[src/rtl/branch_predictor_pkg.sv]
`default_nettype none
// +----------------------------------------------------------------------+
// | Package : bp_types_pkg                                               |
// | Shared entry layout, counter constants and saturating step helper    |
// | for the branch_predictor BTB.                                        |
// | Revision: 1.0                                                        |
// +----------------------------------------------------------------------+
package bp_types_pkg;

    localparam int c_max_ctr_w  = 4;
    localparam int c_def_word_w = 32;
    localparam int c_def_idx_w  = 4;
    localparam int c_def_ctr_w  = 2;
    localparam int c_def_tag_w  = c_def_word_w - c_def_idx_w - 2;

    typedef logic [c_max_ctr_w-1:0] bp_ctr_t;

    // Entry layout for the default geometry; the top re-derives it from its own parameters.
    typedef struct packed {
        logic                    valid;
        logic [c_def_tag_w-1:0]  tag;
        logic [c_def_word_w-1:0] target;
        logic [c_def_ctr_w-1:0]  ctr;
    } bp_entry_t;

    function automatic bp_ctr_t bp_ctr_reset_val(input int unsigned ctr_w);
        return bp_ctr_t'((1 << (ctr_w - 1)) - 1);
    endfunction

    function automatic bp_ctr_t bp_ctr_alloc_val(input int unsigned ctr_w);
        return bp_ctr_t'(1 << (ctr_w - 1));
    endfunction

    function automatic bp_ctr_t bp_sat_step(input bp_ctr_t ctr, input logic up,
                                            input int unsigned ctr_w);
        bp_ctr_t max_v;
        max_v = bp_ctr_t'((1 << ctr_w) - 1);
        if (up) begin
            return (ctr >= max_v) ? ctr : ctr + 1'b1;
        end
        return (ctr == '0) ? ctr : ctr - 1'b1;
    endfunction

endpackage
`default_nettype wire

[src/rtl/branch_predictor_if.sv]
`default_nettype none
// +----------------------------------------------------------------------+
// | Interface : branch_predictor_if                                      |
// | Fetch lookup and resolution update bundle for branch_predictor.      |
// | Optional statistics signals under BP_STATS_EN.                       |
// | Revision: 1.0                                                        |
// +----------------------------------------------------------------------+
interface branch_predictor_if #(
    parameter int WORD_W = 32
);
    logic [WORD_W-1:0] lookup_pc;
    logic              hit;
    logic              predict_taken;
    logic [WORD_W-1:0] predict_target;
    logic              update_en;
    logic [WORD_W-1:0] update_pc;
    logic              update_taken;
    logic [WORD_W-1:0] update_target;
    logic              update_mispredict;
    logic              invalidate;
`ifdef BP_STATS_EN
    logic [31:0]       stat_updates;
    logic [31:0]       stat_mispredicts;

    modport master (
        output lookup_pc, update_en, update_pc, update_taken, update_target,
               update_mispredict, invalidate,
        input  hit, predict_taken, predict_target, stat_updates, stat_mispredicts
    );
    modport slave (
        input  lookup_pc, update_en, update_pc, update_taken, update_target,
               update_mispredict, invalidate,
        output hit, predict_taken, predict_target, stat_updates, stat_mispredicts
    );
`else
    modport master (
        output lookup_pc, update_en, update_pc, update_taken, update_target,
               update_mispredict, invalidate,
        input  hit, predict_taken, predict_target
    );
    modport slave (
        input  lookup_pc, update_en, update_pc, update_taken, update_target,
               update_mispredict, invalidate,
        output hit, predict_taken, predict_target
    );
`endif
endinterface
`default_nettype wire

[src/rtl/branch_predictor_sat_counter.sv]
`default_nettype none
// +----------------------------------------------------------------------+
// | Module  : sat_counter                                                |
// | CTR_W-bit saturating direction counter with allocate load.           |
// | Revision: 1.0                                                        |
// +----------------------------------------------------------------------+
module sat_counter
    import bp_types_pkg::*;
#(
    parameter int CTR_W = 2
) (
    input  wire logic             CLK,
    input  wire logic             nRST,
    input  wire logic             i_en,
    input  wire logic             i_up,
    input  wire logic             i_load,
    output logic [CTR_W-1:0]      o_count
);
    localparam logic [CTR_W-1:0] c_reset = CTR_W'(bp_ctr_reset_val(CTR_W));
    localparam logic [CTR_W-1:0] c_alloc = CTR_W'(bp_ctr_alloc_val(CTR_W));

    logic [CTR_W-1:0] r_count;
    logic [CTR_W-1:0] w_step;

    assign w_step = CTR_W'(bp_sat_step(bp_ctr_t'(r_count), i_up, CTR_W));

    always_ff @(posedge CLK or negedge nRST) begin
        if (!nRST) begin
            r_count <= c_reset;
        end else if (i_load) begin
            r_count <= c_alloc;
        end else if (i_en) begin
            r_count <= w_step;
        end
    end

    assign o_count = r_count;

endmodule
`default_nettype wire

[src/rtl/branch_predictor.sv]
`default_nettype none
// +----------------------------------------------------------------------+
// | Module  : branch_predictor                                           |
// | Direct-mapped BTB with per-entry saturating direction counters.      |
// | Optional macro BP_STATS_EN adds update/mispredict statistics.        |
// | Revision: 1.0                                                        |
// +----------------------------------------------------------------------+
module branch_predictor
    import bp_types_pkg::*;
#(
    parameter int ENTRIES = 16,
    parameter int CTR_W   = 2,
    parameter int WORD_W  = 32
) (
    input  wire logic        CLK,
    input  wire logic        nRST,
    branch_predictor_if.slave bp
);
    localparam int IDX_W = $clog2(ENTRIES);
    localparam int TAG_W = WORD_W - IDX_W - 2;

    typedef struct packed {
        logic              valid;
        logic [TAG_W-1:0]  tag;
        logic [WORD_W-1:0] target;
    } entry_t;

    entry_t           w_entry [ENTRIES];
    logic [CTR_W-1:0] w_ctr   [ENTRIES];

    logic [IDX_W-1:0] w_lu_idx;
    logic [TAG_W-1:0] w_lu_tag;
    logic [IDX_W-1:0] w_up_idx;
    logic [TAG_W-1:0] w_up_tag;
    entry_t           w_lu_entry;
    entry_t           w_up_entry;
    logic             w_lu_hit;
    logic             w_up_hit;
    logic             w_accept;
    logic             w_train;
    logic             w_alloc;

    assign w_lu_idx   = bp.lookup_pc[IDX_W+1:2];
    assign w_lu_tag   = bp.lookup_pc[WORD_W-1:IDX_W+2];
    assign w_up_idx   = bp.update_pc[IDX_W+1:2];
    assign w_up_tag   = bp.update_pc[WORD_W-1:IDX_W+2];
    assign w_lu_entry = w_entry[w_lu_idx];
    assign w_up_entry = w_entry[w_up_idx];

    // Lookup reads stored state only, so a same-cycle update is never bypassed.
    assign w_lu_hit = w_lu_entry.valid && (w_lu_entry.tag == w_lu_tag);
    assign w_up_hit = w_up_entry.valid && (w_up_entry.tag == w_up_tag);

    assign bp.hit            = w_lu_hit;
    assign bp.predict_taken  = w_lu_hit && w_ctr[w_lu_idx][CTR_W-1];
    assign bp.predict_target = w_lu_hit ? w_lu_entry.target : '0;

    assign w_accept = bp.update_en && !bp.invalidate;
    assign w_train  = w_accept && w_up_hit;
    assign w_alloc  = w_accept && !w_up_hit && bp.update_taken;

    for (genvar i = 0; i < ENTRIES; i++) begin : g_entry
        entry_t r_entry;
        logic   w_sel;

        assign w_sel = (w_up_idx == IDX_W'(i));

        sat_counter #(
            .CTR_W (CTR_W)
        ) u_ctr (
            .CLK     (CLK),
            .nRST    (nRST),
            .i_en    (w_train && w_sel),
            .i_up    (bp.update_taken),
            .i_load  (w_alloc && w_sel),
            .o_count (w_ctr[i])
        );

        always_ff @(posedge CLK or negedge nRST) begin
            if (!nRST) begin
                r_entry <= '0;
            end else if (bp.invalidate) begin
                r_entry.valid <= 1'b0;
            end else if (w_accept && w_sel && bp.update_taken) begin
                r_entry.target <= bp.update_target;
                if (!w_up_hit) begin
                    r_entry.valid <= 1'b1;
                    r_entry.tag   <= w_up_tag;
                end
            end
        end

        assign w_entry[i] = r_entry;
    end

`ifdef BP_STATS_EN
    logic [31:0] r_stat_updates;
    logic [31:0] r_stat_mispredicts;

    always_ff @(posedge CLK or negedge nRST) begin
        if (!nRST) begin
            r_stat_updates     <= '0;
            r_stat_mispredicts <= '0;
        end else if (w_accept) begin
            r_stat_updates <= r_stat_updates + 32'd1;
            if (bp.update_mispredict) begin
                r_stat_mispredicts <= r_stat_mispredicts + 32'd1;
            end
        end
    end

    assign bp.stat_updates     = r_stat_updates;
    assign bp.stat_mispredicts = r_stat_mispredicts;

    logic w_unused;
    assign w_unused = ^{bp.lookup_pc[1:0], bp.update_pc[1:0]};
`else
    // Byte-offset bits and the mispredict flag carry no state in this build.
    logic w_unused;
    assign w_unused = ^{bp.lookup_pc[1:0], bp.update_pc[1:0], bp.update_mispredict};
`endif

endmodule
`default_nettype wire

[src/flat_wrapper.sv]
// flat-port wrapper written by rule: the top's interface ports become plain ports
module branch_predictor_flat import bp_types_pkg::*;
#(
    parameter int ENTRIES = 16,
    parameter int CTR_W   = 2,
    parameter int WORD_W  = 32
)
  (CLK, nRST, bp_lookup_pc, bp_update_en, bp_update_pc, bp_update_taken, bp_update_target, bp_update_mispredict, bp_invalidate, bp_hit, bp_predict_taken, bp_predict_target);
  branch_predictor_if #(.WORD_W(WORD_W)) bp_i ();
  input  wire logic CLK;
  input  wire logic nRST;
  input wire logic [$bits(bp_i.lookup_pc)-1:0] bp_lookup_pc;
  input wire logic [$bits(bp_i.update_en)-1:0] bp_update_en;
  input wire logic [$bits(bp_i.update_pc)-1:0] bp_update_pc;
  input wire logic [$bits(bp_i.update_taken)-1:0] bp_update_taken;
  input wire logic [$bits(bp_i.update_target)-1:0] bp_update_target;
  input wire logic [$bits(bp_i.update_mispredict)-1:0] bp_update_mispredict;
  input wire logic [$bits(bp_i.invalidate)-1:0] bp_invalidate;
  output wire logic [$bits(bp_i.hit)-1:0] bp_hit;
  output wire logic [$bits(bp_i.predict_taken)-1:0] bp_predict_taken;
  output wire logic [$bits(bp_i.predict_target)-1:0] bp_predict_target;
  assign bp_i.lookup_pc = bp_lookup_pc;
  assign bp_i.update_en = bp_update_en;
  assign bp_i.update_pc = bp_update_pc;
  assign bp_i.update_taken = bp_update_taken;
  assign bp_i.update_target = bp_update_target;
  assign bp_i.update_mispredict = bp_update_mispredict;
  assign bp_i.invalidate = bp_invalidate;
  assign bp_hit = bp_i.hit;
  assign bp_predict_taken = bp_i.predict_taken;
  assign bp_predict_target = bp_i.predict_target;
  branch_predictor #(.ENTRIES(ENTRIES), .CTR_W(CTR_W), .WORD_W(WORD_W)) u_core (.CLK(CLK), .nRST(nRST), .bp(bp_i));
endmodule
[config.mk]
export PLATFORM = sky130hd
export DESIGN_NAME = branch_predictor_flat
export DESIGN_NICKNAME = d
export VERILOG_FILES = /design/src/rtl/branch_predictor_pkg.sv /design/src/rtl/branch_predictor_if.sv /design/src/rtl/branch_predictor_sat_counter.sv /design/src/rtl/branch_predictor.sv /design/src/flat_wrapper.sv
export SDC_FILE = /design/constraint.sdc
export NUM_CORES = 2
export LEC_CHECK = 0
export CELL_PAD_IN_SITES_DETAIL_PLACEMENT = 0
export CELL_PAD_IN_SITES_GLOBAL_PLACEMENT = 2
export CORE_UTILIZATION = 46
export CTS_CLUSTER_DIAMETER = 60
export DETAILED_ROUTE_END_ITERATION = 8
export PLACE_DENSITY_LB_ADDON = 0.08
export SETUP_SLACK_MARGIN = 0.5
export SYNTH_ARGS = -nofsm -noshare
export SYNTH_HDL_FRONTEND = slang
export SYNTH_SLANG_ARGS = --single-unit
[constraint.sdc]
create_clock -name CLK -period 6.2 [get_ports CLK]
set_input_delay 1.24 -clock CLK [delete_from_list [all_inputs] [get_ports CLK]]
set_output_delay 1.24 -clock CLK [all_outputs]
set_load 0.05 [all_outputs]
After elaboration in Yosys (flattened, before gate mapping)
Index checks and enable logic that the tools add are counted.
W data, S select, Z words.
{ "op_classes": {"addsub": 32, "n_lt_le_gt_ge": 18, "eq_ne": 50, "mux": 155, "n_bitwise": 4, "reduce_logical": 186} }
{ "op_table": {"columns": ["operator", "count"], "rows": [
  ["$mux W59", 20],
  ["$bmux W59 S4", 2],
  ["$mux W27", 16],
  ["$mux W2", 98],
  ["$reduce_and A3 Y1", 32],
  ["$logic_and A1 B1 Y1", 71],
  ["$ne A4 B4 Y1 const B", 16],
  ["$reduce_and A2 Y1", 32],
  ["$reduce_bool A2 Y1", 32],
  ["$eq A26 B26 Y1", 2],
  ["$ne A3 B2 Y1 const B", 15],
  ["$add A2 B1 Y2 const B", 16],
  ["$eq A4 B4 Y1 const B", 8],
  ["$ge A2 B2 Y1 const B", 16],
  ["$logic_not A2 Y1", 16],
  ["$mux W32", 1],
  ["$sub A2 B1 Y2 const B", 16],
  ["$mux W1", 17],
  ["$eq A4 B3 Y1 const B", 4],
  ["$ge A5 B5 Y1 const B", 2],
  ["$not A4 Y5", 2],
  ["$bmux W2 S4", 1],
  ["$eq A4 B2 Y1 const B", 2],
  ["$eq A4 B1 Y1 const B", 1],
  ["5 further kinds", 7]
]} }
{ "totals": {"register_bits": 976, "input_bits": 102, "elab_cells": 509} }

Logic depth before layout (Yosys ltp)
{ "depth": {"ltp_word": 12, "depth_mapped": 17, "mapped_depth_nobuf": 9} }

Modules after synthesis
Synthesis repeated with hierarchy kept, for this count alone.
{ "hier_totals": {"cells_unflattened": 3177, "area_unflattened_um2": 49815.3} }
{ "by_module_without_submodules": {"columns": ["module", "instances", "cells_each", "area_per_inst_um2"], "rows": [
  ["branch_predictor", 1, 3017, 48233.8],
  ["sat_counter", 16, 10, 98.8]
]} }

Least setup slack after synthesis
No wires, ideal clock.
{ "synth_path": {"path_kind": "in2out", "from": "in bp_lookup_pc[2]", "to": "out bp_predict_target[10]", "arrival_time_ns": 4.826, "required_ns": 4.960, "path_slack_ns": 0.134, "path_stages": 10, "cell_sequence": "clkbuf_1 -> buf_2 -> buf_1 -> mux4_2 -> mux4_2 -> xor2_1 -> nor4_1 -> nand4_1 -> clkbuf_1 -> nor2b_1"} }
{ "synth_via": {"elab_chain_cells": 7} }
{ "synth_lines": {"columns": ["element", "line", "rtl"], "rows": [
  ["from (decl)", "flat_wrapper.sv:12", "input wire logic [$bits(bp_i.lookup_pc)-1:0] bp_lookup_pc;"],
  ["$not A4 Y5 (not written as such) *", "branch_predictor.sv:47", "assign w_lu_entry = w_entry[w_lu_idx];"],
  ["$bmux W59 S4 *", "branch_predictor.sv:47", null],
  ["$mux W59 (not written as such) * (2 in series)", "branch_predictor.sv:47", null],
  ["$eq A26 B26 Y1", "branch_predictor.sv:51", "assign w_lu_hit = w_lu_entry.valid && (w_lu_entry.tag == w_lu_tag);"],
  ["$logic_and A1 B1 Y1", "branch_predictor.sv:51", null],
  ["$mux W32 *", "branch_predictor.sv:56", "assign bp.predict_target = w_lu_hit ? w_lu_entry.target : '0;"],
  ["to (decl)", "flat_wrapper.sv:21", "output wire logic [$bits(bp_i.predict_target)-1:0] bp_predict_target;"]
]} }
Mark *: on every way between the ends. The rest lies on a longest branch, timed or not. The select of a mux whose other input is x is not followed.

Worst setup path after layout
{ "layout_path": {"from": "in bp_lookup_pc[2]", "to": "out bp_predict_target[7]"} }
The elaborated chain is that of the path after synthesis.

==> results.md <==
* Run status: complete, but fails checks
* Failing checks: DRC
* Hold Path Class: reg2reg
* Critical-path cell list: buf_12 > buf_16 > mux4_2 > mux4_2 > xnor2_2 > nand4_1 > nor2_2 > nand4_1 > buf_12 > nor2b_4 > buf_12
* CTS clk-pin slew, worst paths at 0.05 ns
* PortBufs at 130
* DRT iter0 DRCs at 1849
* Logic gate share of total power at 14.9%
* Largest net degree at the start of global routing at 159
* TritonRoute pass-1 iters at 7
* Vias per cell at 6.16
* Synth top area cells: dfrtp_1, mux2_2, mux4_2, mux2i_1, clkbuf_1
* CTS buffer count at 114
* Dpl cells at 4559
* Initial Util at 46.5%
* Synth Area per Inst at 15.3 sq um
* Reg power frac at 44.7%
* Via count at 29500
* Post-synth top area share at 49.0%
* Share of layout cells above drive strength 1 at 52.0%
* Layout Nets at 3398
* Top delay family on crit path: multiplexers
* Core Region at 0.106 sq mm
* Final Non-Filler Cells at 4785
* IO Count at 136
* Row count at 119
* Setup violations, final at 0
* Die Y at 329 microns
* Switching power at 0.00435 W
* Total congestion overflow at 0
* Least-Margin Pin Slew at 1.02 ns
* CP bufs+invs at 4
* CTS tree: done
* # DRC at 28
* Root buffer cell: clkbuf_16
* Vias in the first global route at 32300
* Worst vdd ir at 205 uV
* Wire length per cell at 30.1 microns
* Netlist cell types at 64
* Cells after synthesis at 3205
* Max FO, Critical Path at 34
* Kind of critical path: in2out
* Most used cell, CP: buf_12
* Clock Skews at 0.0224 ns
* Startpoint Class: primary input
* Post-synth top area cell: dfrtp_1
* Die Area at 0.108 sq mm
* Tcrit/Tclk final at 90.7%
* Primary FF master, synth: dfrtp_1
* Initial antenna violation count at 5
* Final worst path period need at 5.62 ns
* # hold bufs at CTS at 0
* Clk pwr share at 40.4%
* Post-route ant nets at 0
* Seq cells post-synth at 976
* H-tree depth at 3
* Sw Ratio at 25.3%
* Mapped Nets at 3307
* Post-synth EDFFs at 0
* RSZ-0062 raised after global routing: no
* Slew headroom at 32.0%
* Fin. Hold Viols at 0
* Worst path required time at 4.96 ns
* Post-synth top cells: dfrtp_1, mux2_2, mux4_2, clkbuf_1, mux2i_1
* Post-Route WL at 144000 microns
* Max_cap viols at 0
* Count leader, synth: dfrtp_1
* CP peak stage delay at 0.53 ns
* Clock Latency Late Sink at 0.71 ns
* Sequential-to-total area share from yosys stat at 49.8%
* Overall Global Routing Usage at 27.4%
* CP Capture Type: primary output
* Area Growth Syn to Fin at 16.5%
* First-pass GRT wire length at 218000 microns
* Clk sinks at 976
* GP Congestion at 0.858
* Die X at 329 microns
* Int Power at 0.0128 W
* Worst path slowest cell: mux4_2
* Ys Warns at 0
* Data arrival, critical path at 4.38 ns
* Max Transition Viols Final at 0
* Power per cell area at 300 mW/mm^2
* Ys async rst share at 100%
* Hpwl dp at 88300 microns
* Cell Area, Synth at 0.0491 sq mm
* Fmax at 178 MHz
* Setup TNS at 0 ns
* Clock buffer depth at 3
* Leakage at 25.3 nW
-- routing by layer --
layer / GRT usage (%) / part of all wire, % / up-vias
met1: 36.3 / 42 / 16200
li1: - / - / 12400
met2: 46.8 / 51 / 710
met4: 7.83 / 2.9 / 8
met3: 3.88 / 4.1 / 229
met5: 0 / 0.032 / -
-- worst reg2reg max path, stage by stage (launching register included) --
cell       delay, ns
dfrtp_1         0.38
mux4_2          0.50
xor2_1          0.22
or4_1           0.56
a2111oi_2       0.37
a31oi_1         0.23
nor4_4          0.42
nand3_2         0.16
buf_12          0.20
nand2_2         0.19
buf_12          0.22
mux2_2          0.38
-- stage by stage --
step	util [%]	instance area (sq um)	worst slack, ns	hold WS [ns]	power [W]
floorplan	-	49100	0.528	0.462	0.00941
global placement	50.1	52900	0.210	0.482	0.0102
detailed placement	50.1	52900	0.238	0.488	0.0103
CTS	54.0	57000	0.525	0.503	0.0173
global route	54.1	57200	0.507	0.512	0.0179
finish	54.1	57200	0.578	0.498	0.0172
-- power by group through the flow --
| stage | clock network (W) | registers (W) | logic [W] |
|---|---|---|---|
| after floorplan | 0 | 0.00759 | 0.00182 |
| after global placement | 0 | 0.00770 | 0.00248 |
| after detailed placement | 0 | 0.00778 | 0.00256 |
| after CTS | 0.00709 | 0.00766 | 0.00258 |
| after global routing | 0.00734 | 0.00778 | 0.00275 |
| final | 0.00693 | 0.00768 | 0.00256 |
-- registers in the layout (all words and copies together) (netlist names) --
register,cells
u_core.g_entry.r_entry,944
u_core.g_entry.u_ctr.o_count,32
-- cells by family after synthesis --
group	count (synthesis)	synth area share, %
AO/OA/AOI/OAI	185	2.65
XOR/XNOR	56	0.999
buffers and inverters	354	3.35
flip-flops	976	49.8
multiplexers	1401	40.7
AND/OR/NAND/NOR	233	2.53
-- cells in the final DEF, fill, tap and decap left out, drive strengths merged, types with 5 or more instances in the layout --
cell / instances
clkdlybuf4s50: 88
o21a: 5
a22oi: 11
nor2b: 47
bufinv: 9
nand3: 17
a22o: 5
buf: 186
a32oi: 5
o2111ai: 18
clkinv: 27
nor2: 50
clkbuf: 168
a31oi: 7
dfstp: 16
o2bb2ai: 5
a221oi: 8
mux4: 381
nand4b: 6
xnor2: 45
nor3: 14
nand2: 50
a21oi: 26
mux2: 930
xor2: 11
nand4: 22
dfrtp: 960
o22ai: 14
o32a: 6
mux2i: 90
a21o: 6
nor4: 5
nand2b: 6
a21boi: 10
o21ai: 39
inv: 57
-- layout make-up --
cell class	count	area, sq um
Clock inverter	45	536
Sequential cell	976	24400
Multi-Input combinational cell	1875	23300
Timing Repair Buffer	277	3530
Fill cell	8438	48400
Inverter	52	195
Clock buffer	167	3390
Antenna cell	2	5.00
Tap cell	1391	1740
-- path summary, 6_finish.rpt --
| path | from | to | slack [ns] | cells after the start |
|---|---|---|---|---|
| max in group asynchronous | nRST | u_core.g_entry[4].r_entry[20]$_DFFE_PN0P_ | 4.22 | 2 |
| min reg2reg | u_core.g_entry[14].r_entry[5]$_DFFE_PN0P_ | u_core.g_entry[14].r_entry[5]$_DFFE_PN0P_ | 0.50 | 1 |
| min | u_core.g_entry[14].r_entry[5]$_DFFE_PN0P_ | u_core.g_entry[14].r_entry[5]$_DFFE_PN0P_ | 0.50 | 1 |
| max | bp_lookup_pc[2] | bp_predict_target[7] | 0.58 | 11 |
| max reg2reg | u_core.g_entry[15].r_entry[44]$_DFFE_PN0P_ | u_core.g_entry[2].r_entry[37]$_DFFE_PN0P_ | 2.24 | 11 |
| min in group asynchronous | nRST | u_core.g_entry[6].r_entry[44]$_DFFE_PN0P_ | 0.55 | 1 |
-- repair_timing --
item / CTS / global route
setup endpoints to repair: 34 / 26
resized for setup: 10 / 19
pin swaps: 1 / 2
setup buffers: 0 / 9
endpoints found under the hold margin: 0 / 0
gates cloned: 2 / 1
Power figures use the tool's default switching activity.
